`src/rtl/tick_rate_detector_if.sv`:
```
// Tick-rate detector bus: the observed tick stream and the recovered speed/period status.
interface tick_rate_detector_if;
  logic        tick_in;
  logic [1:0]  speed_detected;
  logic        locked;
  logic [31:0] period_cycles;
  logic        period_valid;
  logic        period_error;

  modport master (
    output tick_in,
    input  speed_detected,
    input  locked,
    input  period_cycles,
    input  period_valid,
    input  period_error
  );

  modport slave (
    input  tick_in,
    output speed_detected,
    output locked,
    output period_cycles,
    output period_valid,
    output period_error
  );
endinterface

```
`src/rtl/tick_rate_detector.sv`:
```
// Measures spacing between tick rising edges and recovers the OFF/SLOW/MEDIUM/FAST speed
// code using tolerance windows, multi-period confirmation and a no-tick timeout.
module tick_rate_detector #(
  parameter int unsigned CLK_FREQ_HZ = 32'd50_000_000,
  parameter int unsigned TOL_PCT     = 32'd10,
  parameter int unsigned LOCK_COUNT  = 32'd2
) (
  input  logic                 clk,
  input  logic                 reset_n,
  tick_rate_detector_if.slave  bus
);

  localparam logic [1:0] SPD_OFF  = 2'b00;
  localparam logic [1:0] SPD_SLOW = 2'b01;
  localparam logic [1:0] SPD_MED  = 2'b10;
  localparam logic [1:0] SPD_FAST = 2'b11;

  localparam logic [63:0] N1    = 64'(CLK_FREQ_HZ);
  localparam logic [63:0] N10   = N1 / 64'd10;
  localparam logic [63:0] N100  = N1 / 64'd100;
  localparam logic [63:0] TOL64 = 64'(TOL_PCT);

  localparam logic [63:0] D1    = (N1 * TOL64) / 64'd100;
  localparam logic [63:0] D10   = (N10 * TOL64) / 64'd100;
  localparam logic [63:0] D100  = (N100 * TOL64) / 64'd100;

  localparam logic [31:0] LO1   = 32'(N1 - D1);
  localparam logic [31:0] HI1   = 32'(N1 + D1);
  localparam logic [31:0] LO10  = 32'(N10 - D10);
  localparam logic [31:0] HI10  = 32'(N10 + D10);
  localparam logic [31:0] LO100 = 32'(N100 - D100);
  localparam logic [31:0] HI100 = 32'(N100 + D100);

  localparam logic [3:0]  LOCK_W = 4'(LOCK_COUNT);

  typedef enum logic [0:0] {
    ST_IDLE    = 1'b0,
    ST_MEASURE = 1'b1
  } state_e;

  // Windows are tested fastest-first so overlapping windows resolve to the shorter period.
  function automatic logic [2:0] classify(input logic [31:0] p);
    logic [2:0] res;
    if ((p >= LO100) && (p <= HI100)) begin
      res = {1'b1, SPD_FAST};
    end else if ((p >= LO10) && (p <= HI10)) begin
      res = {1'b1, SPD_MED};
    end else if ((p >= LO1) && (p <= HI1)) begin
      res = {1'b1, SPD_SLOW};
    end else begin
      res = {1'b0, SPD_OFF};
    end
    return res;
  endfunction

  state_e      state_q, state_d;
  logic        tick_prev_q;
  logic [31:0] cnt_q, cnt_d;
  logic [1:0]  cand_q, cand_d;
  logic [3:0]  conf_q, conf_d;
  logic [1:0]  speed_q, speed_d;
  logic        locked_q, locked_d;
  logic [31:0] period_q, period_d;
  logic        pvalid_q, pvalid_d;
  logic        perr_q, perr_d;

  logic        rise_s;
  logic [31:0] period_s;
  logic        class_ok_s;
  logic [1:0]  class_s;
  logic [3:0]  conf_new_s;
  logic [1:0]  speed_new_s;

  // Rise detection, period classification and the confirmation counter's next value.
  always_comb begin
    rise_s                = bus.tick_in & ~tick_prev_q;
    period_s              = cnt_q + 32'd1;
    {class_ok_s, class_s} = classify(period_s);
    conf_new_s            = 4'd1;
    speed_new_s           = speed_q;
    if (class_s == cand_q) begin
      if (conf_q >= LOCK_W) begin
        conf_new_s = LOCK_W;
      end else begin
        conf_new_s = conf_q + 4'd1;
      end
    end else begin
      conf_new_s = 4'd1;
    end
    if (conf_new_s == LOCK_W) begin
      speed_new_s = class_s;
    end else begin
      speed_new_s = speed_q;
    end
  end

  // Measurement FSM next-state and output decode.
  always_comb begin
    state_d  = state_q;
    cnt_d    = cnt_q;
    cand_d   = cand_q;
    conf_d   = conf_q;
    speed_d  = speed_q;
    locked_d = locked_q;
    period_d = period_q;
    pvalid_d = 1'b0;
    perr_d   = 1'b0;
    case (state_q)
      ST_IDLE: begin
        if (rise_s) begin
          state_d = ST_MEASURE;
          cnt_d   = 32'd0;
        end else begin
          state_d = ST_IDLE;
        end
      end
      ST_MEASURE: begin
        if (rise_s) begin
          period_d = period_s;
          pvalid_d = 1'b1;
          cnt_d    = 32'd0;
          if (class_ok_s) begin
            cand_d   = class_s;
            conf_d   = conf_new_s;
            speed_d  = speed_new_s;
            locked_d = (class_s == speed_new_s);
          end else begin
            perr_d   = 1'b1;
            conf_d   = 4'd0;
            cand_d   = SPD_OFF;
            locked_d = 1'b0;
          end
        end else if (cnt_q == HI1) begin
          // Nothing can be in range beyond HI1, so stop counting and report OFF.
          state_d  = ST_IDLE;
          cnt_d    = 32'd0;
          speed_d  = SPD_OFF;
          locked_d = 1'b0;
          conf_d   = 4'd0;
          cand_d   = SPD_OFF;
        end else begin
          cnt_d = cnt_q + 32'd1;
        end
      end
      default: begin
        state_d = ST_IDLE;
        cnt_d   = 32'd0;
      end
    endcase
  end

  // State and output registers.
  always_ff @(posedge clk or negedge reset_n) begin
    if (!reset_n) begin
      state_q     <= ST_IDLE;
      tick_prev_q <= 1'b0;
      cnt_q       <= 32'd0;
      cand_q      <= SPD_OFF;
      conf_q      <= 4'd0;
      speed_q     <= SPD_OFF;
      locked_q    <= 1'b0;
      period_q    <= 32'd0;
      pvalid_q    <= 1'b0;
      perr_q      <= 1'b0;
    end else begin
      state_q     <= state_d;
      tick_prev_q <= bus.tick_in;
      cnt_q       <= cnt_d;
      cand_q      <= cand_d;
      conf_q      <= conf_d;
      speed_q     <= speed_d;
      locked_q    <= locked_d;
      period_q    <= period_d;
      pvalid_q    <= pvalid_d;
      perr_q      <= perr_d;
    end
  end

  assign bus.speed_detected = speed_q;
  assign bus.locked         = locked_q;
  assign bus.period_cycles  = period_q;
  assign bus.period_valid   = pvalid_q;
  assign bus.period_error   = perr_q;

endmodule
```
`src/flat_wrapper.sv`:
```
// flat-port wrapper written by rule: the top's interface ports become plain ports
module tick_rate_detector_flat 
#(
  parameter int unsigned CLK_FREQ_HZ = 32'd50_000_000,
  parameter int unsigned TOL_PCT     = 32'd10,
  parameter int unsigned LOCK_COUNT  = 32'd2
)
  (clk, reset_n, bus_tick_in, bus_speed_detected, bus_locked, bus_period_cycles, bus_period_valid, bus_period_error);
  tick_rate_detector_if bus_i ();
  input  logic clk;
  input  logic reset_n;
  input wire logic [$bits(bus_i.tick_in)-1:0] bus_tick_in;
  output wire logic [$bits(bus_i.speed_detected)-1:0] bus_speed_detected;
  output wire logic [$bits(bus_i.locked)-1:0] bus_locked;
  output wire logic [$bits(bus_i.period_cycles)-1:0] bus_period_cycles;
  output wire logic [$bits(bus_i.period_valid)-1:0] bus_period_valid;
  output wire logic [$bits(bus_i.period_error)-1:0] bus_period_error;
  assign bus_i.tick_in = bus_tick_in;
  assign bus_speed_detected = bus_i.speed_detected;
  assign bus_locked = bus_i.locked;
  assign bus_period_cycles = bus_i.period_cycles;
  assign bus_period_valid = bus_i.period_valid;
  assign bus_period_error = bus_i.period_error;
  tick_rate_detector #(.CLK_FREQ_HZ(CLK_FREQ_HZ), .TOL_PCT(TOL_PCT), .LOCK_COUNT(LOCK_COUNT)) u_core (.clk(clk), .reset_n(reset_n), .bus(bus_i));
endmodule
```
`config.mk`:
```
export PLATFORM = sky130hd
export DESIGN_NAME = tick_rate_detector_flat
export DESIGN_NICKNAME = d
export VERILOG_FILES = /design/src/rtl/tick_rate_detector_if.sv /design/src/rtl/tick_rate_detector.sv /design/src/flat_wrapper.sv
export SDC_FILE = /design/constraint.sdc
export NUM_CORES = 1
export LEC_CHECK = 0
export ABC_AREA = 1
export CORE_ASPECT_RATIO = 0.75
export CORE_MARGIN = 4
export CORE_UTILIZATION = 69
export DETAILED_ROUTE_END_ITERATION = 16
export DONT_BUFFER_PORTS = 1
export PLACE_DENSITY = 0.95
export SYNTH_ARGS = -nofsm -noshare
export SYNTH_HDL_FRONTEND = slang
export SYNTH_SLANG_ARGS = --single-unit
```
`constraint.sdc`:
```
create_clock -name clk -period 6.4 [get_ports clk]
set_clock_uncertainty 0.1 [all_clocks]
set_input_delay 1.92 -clock clk [delete_from_list [all_inputs] [get_ports clk]]
set_output_delay 1.92 -clock clk [all_outputs]
set_load 0.1 [all_outputs]
```
==> results_dict.tcl <==
set metrics [dict create \
    antenna_found_initial 0 \
    met1_length_mm 6.00 \
    insertion_delay_ns 0.36 \
    crit_path_max_fanout 6 \
    final_antenna_net_count 0 \
    overflow 0 \
    cpMostUsedCell "nand2_1" \
    final_nets 749 \
    die_w_um 106 \
    num_rows 26 \
    crit_chain "ha_1 -> nand2_1 -> o21ai_0 -> inv_1 -> nor4_1 -> nand4_1 -> nor2_1 -> nand2_1 -> nand2_1 -> nand2_2 -> nand2_2 -> nand2_1 -> nand2_1 -> inv_2 -> nand4_4 -> nand2_1 -> nor2_1 -> nor2_1 -> nand2_1 -> nand2_1" \
    grt_pass1_vias 4830 \
    seq_power_share_pct 55.3 \
    yosysTopAreaCell "dfrtp_1" \
    final_common_cell "nand2_1" \
    drc 0 \
    yosysUniqueCellTypes 32 \
    synth_cells 744 \
    ir_drop_mv 0.209 \
    gp_congestion 1.01 \
    cts_tree "done" \
    wl_mm 14.2 \
    fmax_mhz 290 \
    grt_pass1_wl_mm 23.4 \
    ys_warn_count 0 \
    clock-sinks 77 \
    dp_hpwl_mm 10.7 \
    final_cell_mix "258 x nand2_1, 85 x nor2_1, 77 x dfrtp_1" \
    status "completed" \
    ys_seq_area_share_pct 38.4 \
    finalHoldViolCount 0 \
    drive_above_1_share_pct 11.6 \
    worst_slew_pin_slew_ns 1.22 \
    ctsHoldBuffers 0 \
    wl_per_cell_um 16.8 \
    dr_total_vias 5090 \
    hold_ws_ns 0.401 \
    grt_max_degree 78 \
    route.met2.wl_mm 6.09 \
    postCtsSetupBuffers 0 \
    drv_cap 0 \
    period_needed_ns 3.45 \
    ys_async_sr_fraction_pct 100 \
    start_util_pct 72.4 \
    ioPinCount 40 \
    finalSetupTns_ns 0 \
    cts_root_buffer "clkbuf_8" \
    power.density_mw_per_mm2 208 \
    slew_headroom_pct 18.3 \
    p_switching_mw 0.384 \
    cts.path.max_buffers 2 \
    utilization_pct 76.4 \
    power.share.clock_pct 35.6 \
    finalMaxSlewViolations 0 \
    cts_buffers 9 \
    fin_crit_sh_pct 53.8 \
    ys_ff_latch 77 \
    met3_length_mm 1.78 \
    setup_viol 0 \
    syn-num-nets 751 \
    fill_cells 539 \
    cp_slowest_cell "o21ai_0" \
    max_stage_delay_ns 0.74 \
    stdcell_area_sq_mm 0.00530 \
    critPathBufInv 2 \
    h-tree-depth 3 \
    top_layer_used "met4" \
    arrival_ns 3.59 \
    worstSetupPathType "flop to flop" \
    track_usage_pct 34.5 \
    synth_top_area_share_pct 38.4 \
    vias_per_cell 6.02 \
    internal_power_mw 0.717 \
    p_sw_share_pct 34.9 \
    die_area_sq_mm 0.00871 \
    total_leakage_power_nw 2.53 \
    syn_to_final_growth_pct 5.59 \
    min_path_type "flop to flop" \
    placed_cell_area_sq_mm 0.00509 \
    rsz0062_at_grt "no" \
    drt_iter0_drc 595 \
    start_kind "flop" \
    io_buffers 0 \
    firstDrtPassIters 8 \
    synth-edff-count 0 \
    pwr-share-comb_pct 9.2 \
    avgSynthCellArea_sq_um 6.74 \
    n_antenna_cell 0 \
    cp_top_family "simple AND/OR/NAND/NOR gates" \
    die_y_um 81.8 \
    synth_ff_type "dfrtp_1" \
    worstSetupEndpointType "flop" \
    synth_area_sq_mm 0.00501 \
    cts.clk_slew.worst_paths_ns 0.09 \
    cts-resized-gates 0 \
    ys_top_cells_by_area "dfrtp_1 38%, nand2_1 19%, nor2_1 6.4%" \
    required_ns 6.54 \
    core_area_sq_mm 0.00693 \
]
==> sequential cells by signal, indices dropped and copies added (netlist names) <==
| signal | flops |
|---|---|
| u_core.bus.period_error | 1 |
| u_core.cand_q | 2 |
| u_core.cnt_q | 32 |
| u_core.conf_q | 4 |
| u_core.tick_prev_q | 1 |
| u_core.state_q | 1 |
| u_core.bus.speed_detected | 2 |
| u_core.bus.locked | 1 |
| u_core.bus.period_valid | 1 |
| u_core.bus.period_cycles | 32 |
==> power groups by stage <==
stage	clock network [mW]	registers, mW	logic [mW]
after floorplan	0	0.608	0.0747
after global placement	0	0.618	0.0914
after detailed placement	0	0.619	0.0950
after CTS	0.393	0.609	0.0958
after global routing	0.417	0.613	0.105
final	0.392	0.609	0.101
==> worst paths after layout <==
path	from	slack [ns]	cells after the start	endpoint
worst min-delay path	u_core.conf_q[3]$_DFFE_PN0P_	0.40	2	u_core.conf_q[3]$_DFFE_PN0P_
max in group asynchronous	reset_n	4.95	0	u_core.conf_q[0]$_DFFE_PN0P_
worst max register to register	u_core.cnt_q[0]$_DFFE_PN0P_	2.95	20	u_core.bus.locked$_DFFE_PN0P_
min in group asynchronous	reset_n	1.14	0	u_core.cnt_q[5]$_DFFE_PN0P_
worst min register to register	u_core.conf_q[3]$_DFFE_PN0P_	0.40	2	u_core.conf_q[3]$_DFFE_PN0P_
worst max-delay path	u_core.cnt_q[0]$_DFFE_PN0P_	2.95	20	u_core.bus.locked$_DFFE_PN0P_
==> stage by stage <==
step	setup WS (ns)	power [mW]	cells
4_1_cts	3.02	1.10	845
3_5_place_dp	2.83	0.714	829
3_3_place_gp	2.91	0.709	829
6_report	2.95	1.10	845
5_1_grt	2.63	1.13	845
2_1_floorplan	3.20	0.683	744
==> area by class of cell <==
cell class                 instances  area, sq um  area share (%)
multi-input combinational        566         2710            51.1
sequential                        77         1930            36.4
inverter                          87          327            6.17
clock buffer                       9          124            2.34
tap                               98          123            2.32
clock inverter                     7         82.6            1.56
timing repair buffer               1         7.51           0.142
==> worst min-delay path: cells and delay by family (launching register included) <==
family | cells | cell delay (ns)
buf+inv | 1 | 0.05
simple gates | 1 | 0.04
flops | 1 | 0.38
==> cells by family (layout without fill, tap and decap cells) <==
family                     after synthesis  after routing  synth area share (%)
buffers and inverters                  101            104                  7.63
adders and majority gates                4              4                 0.998
DFF                                     77             77                  38.4
AOI/OAI and AO/OA                       86             86                  9.78
xor gates and xnor gates                 2              2                 0.349
and+or+nand+nor                        474            474                  42.8
==> layer usage <==
layer / vias up / global-route usage [%]
met3: 48 / 11.5
met5: - / 0
met4: 0 / 11.2
met2: 342 / 52.6
met1: 2309 / 47.2
li1: 2391 / -
==> synthesized netlist by cell type (3+ instances only) <==
cell type	instances
nand3_1	49
nor2_8	3
nand2_1	258
nor4_1	4
nand4_1	18
dfrtp_1	77
nor3_1	7
ha_1	4
nand2_2	22
o21ai_1	6
nand2_4	4
inv_1	68
o21ai_0	41
o22ai_1	31
clkbuf_1	13
nor2_1	85
nor2_4	5
nor2_2	14
inv_2	17
No activity file was read; power rests on OpenSTA's default activity.
